## config.mk

```make
export PLATFORM = sky130hd
export DESIGN_NAME = fifo_v4
export DESIGN_NICKNAME = d
export VERILOG_FILES = /design/src/rtl/fifo_v4.sv
export SDC_FILE = /design/constraint.sdc
export NUM_CORES = 1
export LEC_CHECK = 0
export BUFFER_PORTS_ARGS = -buffer_cell sky130_fd_sc_hd__buf_2
export CAP_MARGIN = 10
export CORE_AREA = 2 2 135 137
export CTS_BUF_LIST = sky130_fd_sc_hd__clkbuf_4 sky130_fd_sc_hd__clkbuf_8 sky130_fd_sc_hd__clkbuf_16
export DETAILED_ROUTE_END_ITERATION = 8
export DIE_AREA = 0 0 137 139
export HOLD_SLACK_MARGIN = 0.05
export PLACE_DENSITY = 0.92
export REMOVE_ABC_BUFFERS = 1
export SYNTH_ARGS = -nofsm -noshare
export SYNTH_HDL_FRONTEND = slang
export SYNTH_SLANG_ARGS = --single-unit
```

## constraint.sdc

```tcl
create_clock -name clk -period 8.4 [get_ports clk]
set_clock_uncertainty 0.2 [all_clocks]
set_input_delay 0.84 -clock clk [delete_from_list [all_inputs] [get_ports clk]]
set_output_delay 0.84 -clock clk [all_outputs]
set_load 0.02 [all_outputs]
```

## src/rtl/fifo_v4.sv

```systemverilog
// fifo_v4 - parametrised synchronous FIFO with valid/ready handshakes.
//
// Circular buffer of DEPTH entries (any DEPTH >= 2), explicit pointer wrap,
// optional fall-through when empty, programmable almost-full/almost-empty
// thresholds, synchronous flush and a clearable high-watermark register.
//
// Ports:
//   clk, reset        clock and synchronous active-high reset
//   flush_i           clear contents on next edge; blocks both handshakes
//   wvalid_i/wready_o/wdata_i   write side
//   rvalid_o/rready_i/rdata_o   read side (rdata_o = head entry)
//   af_thr_i/ae_thr_i thresholds for almost_full_o / almost_empty_o
//   usage_o           registered occupancy 0..DEPTH
//   max_usage_o       highest occupancy since reset or last wm_clr_i
//   wm_clr_i          watermark clear (loads next occupancy)
module fifo_v4 #(
  parameter int unsigned DW           = 32,
  parameter int unsigned DEPTH        = 8,
  parameter bit          FALL_THROUGH = 1'b0,
  localparam int unsigned AW          = $clog2(DEPTH),
  localparam int unsigned CW          = $clog2(DEPTH + 1)
) (
  input  logic          clk,
  input  logic          reset,
  input  logic          flush_i,
  input  logic          wvalid_i,
  output logic          wready_o,
  input  logic [DW-1:0] wdata_i,
  output logic          rvalid_o,
  input  logic          rready_i,
  output logic [DW-1:0] rdata_o,
  input  logic [CW-1:0] af_thr_i,
  input  logic [CW-1:0] ae_thr_i,
  output logic [CW-1:0] usage_o,
  output logic          almost_full_o,
  output logic          almost_empty_o,
  output logic [CW-1:0] max_usage_o,
  input  logic          wm_clr_i
);

  logic [DW-1:0] mem_q [DEPTH];
  logic [AW-1:0] wptr_q, wptr_d;
  logic [AW-1:0] rptr_q, rptr_d;
  logic [CW-1:0] usage_q, usage_d;
  logic [CW-1:0] max_q, max_d;

  logic empty, full, ft_act;
  logic push, pop, bypass, wr_en, rd_en;

  function automatic logic [AW-1:0] ptr_inc(input logic [AW-1:0] p);
    return (p == AW'(DEPTH - 1)) ? '0 : p + AW'(1);
  endfunction

  assign empty  = (usage_q == '0);
  assign full   = (usage_q == CW'(DEPTH));
  assign ft_act = FALL_THROUGH && empty;

  always_comb begin
    wready_o = ~full & ~flush_i;
    if (ft_act) begin
      rvalid_o = wvalid_i & ~flush_i;
      rdata_o  = wdata_i;
    end else begin
      rvalid_o = ~empty & ~flush_i;
      rdata_o  = mem_q[rptr_q];
    end
  end

  assign push   = wvalid_i & wready_o;
  assign pop    = rvalid_o & rready_i;
  // Fall-through push+pop passes the word straight across; storage untouched.
  assign bypass = ft_act & push & pop;
  assign wr_en  = push & ~bypass;
  assign rd_en  = pop & ~bypass;

  always_comb begin
    wptr_d  = wptr_q;
    rptr_d  = rptr_q;
    usage_d = usage_q;
    if (flush_i) begin
      wptr_d  = '0;
      rptr_d  = '0;
      usage_d = '0;
    end else begin
      if (wr_en) wptr_d = ptr_inc(wptr_q);
      if (rd_en) rptr_d = ptr_inc(rptr_q);
      case ({wr_en, rd_en})
        2'b10:   usage_d = usage_q + CW'(1);
        2'b01:   usage_d = usage_q - CW'(1);
        default: usage_d = usage_q;
      endcase
    end
    if (wm_clr_i) max_d = usage_d;
    else          max_d = (usage_d > max_q) ? usage_d : max_q;
  end

  always_ff @(posedge clk) begin
    if (reset) begin
      wptr_q  <= '0;
      rptr_q  <= '0;
      usage_q <= '0;
      max_q   <= '0;
    end else begin
      wptr_q  <= wptr_d;
      rptr_q  <= rptr_d;
      usage_q <= usage_d;
      max_q   <= max_d;
    end
  end

  // Storage is intentionally not reset.
  always_ff @(posedge clk) begin
    if (wr_en) mem_q[wptr_q] <= wdata_i;
  end

  assign usage_o        = usage_q;
  assign max_usage_o    = max_q;
  assign almost_full_o  = (usage_q >= af_thr_i);
  assign almost_empty_o = (usage_q <= ae_thr_i);

endmodule

```

# ---- Word-level counts from Yosys, hierarchy flattened
# Memory sizes are Yosys's and may differ from the RTL's. A register that Yosys moved wholly into a read port is not among the register bits.
# Index checks and enable logic that the tools add are counted.
dict set report word_totals {
  reg_bits 14
  latchBits 0
  ram_bits 256
  mem_bits_ro 0
  input_bits 46
  elab_cells 37
  n_memories 1
}
# name depth width rd rd_ports_with_merged_regs write_ports line
set memory_table {}
lappend memory_table {mem_q 8 32 1 1 1 41} ;# logic [DW-1:0] mem_q [DEPTH];
dict set report op_classes {
  n_addsub 4
  mul 0
  div_mod_pow 0
  order_cmp 3
  n_eq_ne 5
  n_shift 0
  muxes 10
  n_bitwise 7
  n_reduce_logical 3
}
# cell n
set ops {}
lappend ops {{3-bit 2-to-1 mux} 4}
lappend ops {{4-bit 2-to-1 mux} 3}
lappend ops {{4-bit case mux with 2 select lines} 1}
lappend ops {{3-bit by 1-bit adder with 3-bit output, second input constant} 2}
lappend ops {{3-bit == test, second input constant} 2}
lappend ops {{4-bit by 1-bit adder with 4-bit output, second input constant} 1}
lappend ops {{1-bit AND} 4}
lappend ops {{4-bit == test, second input constant} 1}
lappend ops {{4-bit greater-or-equal comparator} 1}
lappend ops {{4-bit > comparator} 1}
lappend ops {{4-bit less-or-equal comparator} 1}
lappend ops {{4-bit zero test} 1}
lappend ops {{4-bit by 1-bit subtractor with 4-bit output, second input constant} 1}
lappend ops {{1-bit inverter} 3}
lappend ops {{2-bit by 1-bit == test with 1-bit output, second input constant} 1}
lappend ops {{2-bit == test, second input constant} 1}
lappend ops {{1-bit 2-to-1 mux} 2}
lappend ops {{2-bit nonzero test} 1}
lappend ops {{2-bit OR reduction} 1}

# ---- Depth between registers and ports, before layout
dict set report logic_depth {
  depth_word 10
  depth_mapped 16
}

# ---- Worst setup path before layout
# Ideal clock, no wire load.
dict set report synth_timing {
  path_type {input-to-reg}
  start {input port flush_i}
  end {memory mem_q[0][0], enable pin}
  arrival_ps 4536
  required_time_ps 7699
  path_slack_ps 3162
  cell_stages 4
  cell_sequence {clkbuf_1 -> a21oi_4 -> nand2_2 -> nor4_1}
}
dict set report synth_between {
  elab_chain_cells 5
}
# item line
set synth_rtl {}
lappend synth_rtl {{start: declaration} 25} ;# input logic flush_i,
lappend synth_rtl {{1-bit inverter} 59} ;# wready_o = ~full & ~flush_i;
lappend synth_rtl {{1-bit AND} 59}
lappend synth_rtl {{named net wready_o} 27} ;# output logic wready_o,
lappend synth_rtl {{1-bit AND} 69} ;# assign push = wvalid_i & wready_o;
lappend synth_rtl {{1-bit 2-to-1 mux} 113} ;# if (wr_en) mem_q[wptr_q] <= wdata_i;
lappend synth_rtl {{1-bit 2-to-1 mux (not written as such)} 113}
lappend synth_rtl {{end: declaration} 41}
# The timed path passes the listed nets, and every way through them passes these cells.

# ---- Worst setup path after layout
dict set report layout_timing {
  start {register usage_q[1] (netlist: usage_o[1])}
  end {register max_q[2] (netlist: max_usage_o[2])}
}
dict set report layout_between {
  elab_chain_cells 9
  word_cells_on_any_way 18
  cone_classes {add/sub (2); order compare (1); eq/ne (3); mux (4); bitwise (6); reduce/logical (2)}
}
# item line
set layout_rtl {}
lappend layout_rtl {{start: declaration} 44} ;# logic [CW-1:0] usage_q, usage_d;
lappend layout_rtl {{start signal: assignment} 106} ;# usage_q <= usage_d;
lappend layout_rtl {{4-bit == test / 4-bit zero test (equally long branches)} {55, 54}}
lappend layout_rtl {{1-bit inverter, on equally long branches} {59, 64}}
lappend layout_rtl {{1-bit AND, on equally long branches} {59, 64}}
lappend layout_rtl {{1-bit AND, on equally long branches} {69, 70}}
lappend layout_rtl {{2-bit by 1-bit == test with 1-bit output / 2-bit == test (equally long branches)} 87} ;# case ({wr_en, rd_en})
lappend layout_rtl {{4-bit case mux with 2 select lines *} 87}
lappend layout_rtl {{4-bit 2-to-1 mux *} 80} ;# if (flush_i) begin
lappend layout_rtl {{4-bit 2-to-1 mux} 94} ;# else max_d = (usage_d > max_q) ? usage_d : max_q;
lappend layout_rtl {{4-bit 2-to-1 mux *} 93} ;# if (wm_clr_i) max_d = usage_d;
lappend layout_rtl {{named net max_d[2]} 45} ;# logic [CW-1:0] max_q, max_d;
lappend layout_rtl {{end signal: assignment} 107} ;# max_q <= max_d;
lappend layout_rtl {{end: declaration} 45}
# The timed path passes the listed nets; every way through them passes the cells marked *. The select of a mux whose other input is x is not followed.
# A chain may end at the register's enable or synchronous reset.

==> flow_metrics.tcl <==
set metrics [dict create \
    cp_slowest_stage_delay_ns 0.55 \
    ys_async_sr_fraction_pct 0 \
    initial_core_util_pct 62.36 \
    r2r_start "usage_o[1]" \
    clk_latency_ns 0.51 \
    grt_usage_pct 22.35 \
    timing.critical_path.to "max_usage_o[2]" \
    relSlewSlack_pct 19.69 \
    end_kind "flip-flop" \
    synth_top_area_share_pct 69.82 \
    rr_worst_depth 15 \
    final.min_clock_period_ns 4.266 \
    arrival_ns 4.47 \
    synth_most_common_cell "edfxtp_1" \
    fin_tns_setup_ns 0 \
    drv_slew 0 \
    ctsResizeCount 0 \
    io_buffers 89 \
    dieArea_um2 19040 \
    grt_pass1_vias 5495 \
    wl_per_cell_um 23.82 \
    num_antenna_cells 0 \
    start_kind "flip-flop" \
    syn2layout_area_growth_pct 15.33 \
    drc 0 \
    power.density_nw_per_um2 226.9 \
    hp-class "reg2reg" \
    ys_types 42 \
    overflow 0 \
    yosysTopAreaCell "edfxtp_1" \
    synth_edf_count 256 \
    cts_buffer_depth 3 \
    timing.fmax_mhz 234.4 \
    ys_top_cells_by_area "edfxtp_1 (70%), mux4_1 (8.6%), mux4_2 (5.7%)" \
    coreArea_um2 17660 \
    antenna_found_initial 0 \
    post-dp-hpwl_mm 11.30 \
    final_util_pct 71.92 \
    worstMarginPinSlew_ns 1.205 \
    die_w_um 137 \
    synth_area_um2 11010 \
    cts_buffers 27 \
    die_y_um 139 \
    cts_sinks 273 \
    clk_pin_slew_ns 0.06 \
    row_count 49 \
    critical_path.startpoint "usage_o[1]" \
    synthCells 505 \
    ys.flop_type "edfxtp_1" \
    fin_nets 677 \
    finalHoldViolations 0 \
    setup.worst_path.class "reg2reg" \
    grt_pass1_wl_mm 31.82 \
    cts_setup_buffers 0 \
    ys_seq_area_share_pct 72.91 \
    yosysWarnings 0 \
    rsz0062_at_grt "false" \
    ant_nets 0 \
    syn_avg_cell_area_um2 21.80 \
    vias_per_cell 6.010 \
    grt_max_degree 65 \
    crit_chain "nor3_4 > a21oi_1 > and2_1 > ha_1 > xor2_1 > ha_1 > a21oi_1 > mux2i_1 > mux2_2 > ha_1 > o21a_1 > o31ai_1 > a21oi_1 > mux2i_1 > nor2_1" \
    drive_above_1_share_pct 34.81 \
    cts_tree "done" \
    critPathRequiredTime_ns 8.60 \
    r2r-end "max_usage_o[2]" \
    regToRegSetupSlack_ns 4.13 \
    vias 5175 \
    place.gp.congestion 0.8354 \
    htreeDepth 1 \
    cap_viol_max_count 0 \
    peakVddDrop_uv 169.9 \
    drt_iter0_drc 421 \
    worstPathMaxFanout 9 \
    dr.pass1.iters 4 \
    routed_wl_mm 20.51 \
    slowest_stage "dfxtp_1" \
    outcome "complete, no violations" \
    io_pins 90 \
    hold_buffers 0 \
    yosys_register_bits 273 \
    period_share_pct 50.79 \
    setup_viol_count_final 0 \
    cts_root_buffer "clkbuf_16" \
    cellLeakagePower_nw 4.365 \
    fill_cells 1001 \
    netlist_top_cells_count "edfxtp_1 (256), mux4_1 (36), mux4_2 (28)" \
]
registers in the layout, indices dropped and copies added, names as in the netlist, named ones only:
signal / count
max_usage_o: 4
mem_q: 256
rptr_q: 3
usage_o: 4
wptr_q: 3
worst max-delay path, delay by kind of cell, from the launching register on:
family,cells,cell delay (ns)
AO/OA/AOI/OAI,5,1.02
multiplexers,3,0.90
adder cells (fa/ha/maj),3,0.86
flip-flops,1,0.55
AND/OR/NAND/NOR,3,0.50
XOR/XNOR,1,0.12
through the flow:
stage / cells / instance area (µm²) / setup WS, ns / power (mW) / hold slack [ns]
floorplan: 484 / 10860 / 3.380 / 1.576 / 0.2635
global placement: 812 / 11720 / 4.222 / 1.611 / 0.2700
detailed placement: 812 / 11720 / 3.874 / 1.619 / 0.2906
CTS: 861 / 12700 / 4.196 / 2.900 / 0.3010
global route: 861 / 12700 / 3.908 / 2.962 / 0.3288
finish: 861 / 12700 / 4.134 / 2.881 / 0.3017
logic make-up (layout without fill, tap and decap cells):
logic type,count (synthesis),after routing,share of synthesized area (%)
DFF,273,273,72.91
and+or+nand+nor,55,55,2.682
xor gates and xnor gates,3,3,0.2387
adders and majority gates,19,19,2.159
buffers and inverters,33,160,1.795
muxes,104,104,19.15
AOI/OAI and AO/OA,18,18,1.068
worst min path at each step:
stage                         start   endpoint  slack [ns]  depth (start not counted)
final                     rptr_q[1]  flip-flop        0.30                          2
after global placement    rptr_q[1]  flip-flop        0.27                          2
after floorplan           rptr_q[1]  flip-flop        0.26                          2
after detailed placement  rptr_q[1]  flip-flop        0.29                          2
after CTS                 rptr_q[1]  flip-flop        0.30                          2
after global routing      rptr_q[1]  flip-flop        0.33                          2
cells in the final DEF, fill, tap and decap left out, types with 4 or more instances in the layout:
master,Yosys,routed
mux2i_1,7,7
mux4_2,28,28
dfxtp_1,17,14
mux4_1,36,36
buf_4,0,10
a21oi_1,10,10
clkinv_1,0,5
inv_1,12,12
nor2b_1,6,6
nand2b_1,7,7
bufinv_16,0,6
nor2_1,19,16
clkbuf_16,0,27
clkbuf_8,0,4
ha_1,19,19
mux2_2,9,9
mux2_4,24,24
edfxtp_1,256,256
nand2_1,5,5
buf_2,9,89
nor3_2,0,4
routing by layer:
layer	share of wire [%]	wire (µm)	GRT usage (%)
met1	41	8437	31.16
met2	52	10670	38.23
met3	5.6	1143	3.143
met4	1.2	255	4.612
met5	0	0	0
power by group:
| group | internal [mW] | total (mW) | switching, mW |
|---|---|---|---|
| clock network | 0.817 | 1.29 | 0.474 |
| logic | 0.0364 | 0.0895 | 0.0531 |
| registers | 1.50 | 1.50 | 0.00493 |
final cells by class:
class	instances	area, µm²	share of cell area [%]
sequential	273	8034	63.27
multi-input combinational	199	2834	22.32
clock buffer	34	753.2	5.932
timing repair buffer	99	520.5	4.099
tap	229	286.5	2.256
clock inverter	15	225.2	1.774
inverter	12	45.04	0.3547
Note: power is estimated with default switching activity, not from simulation.
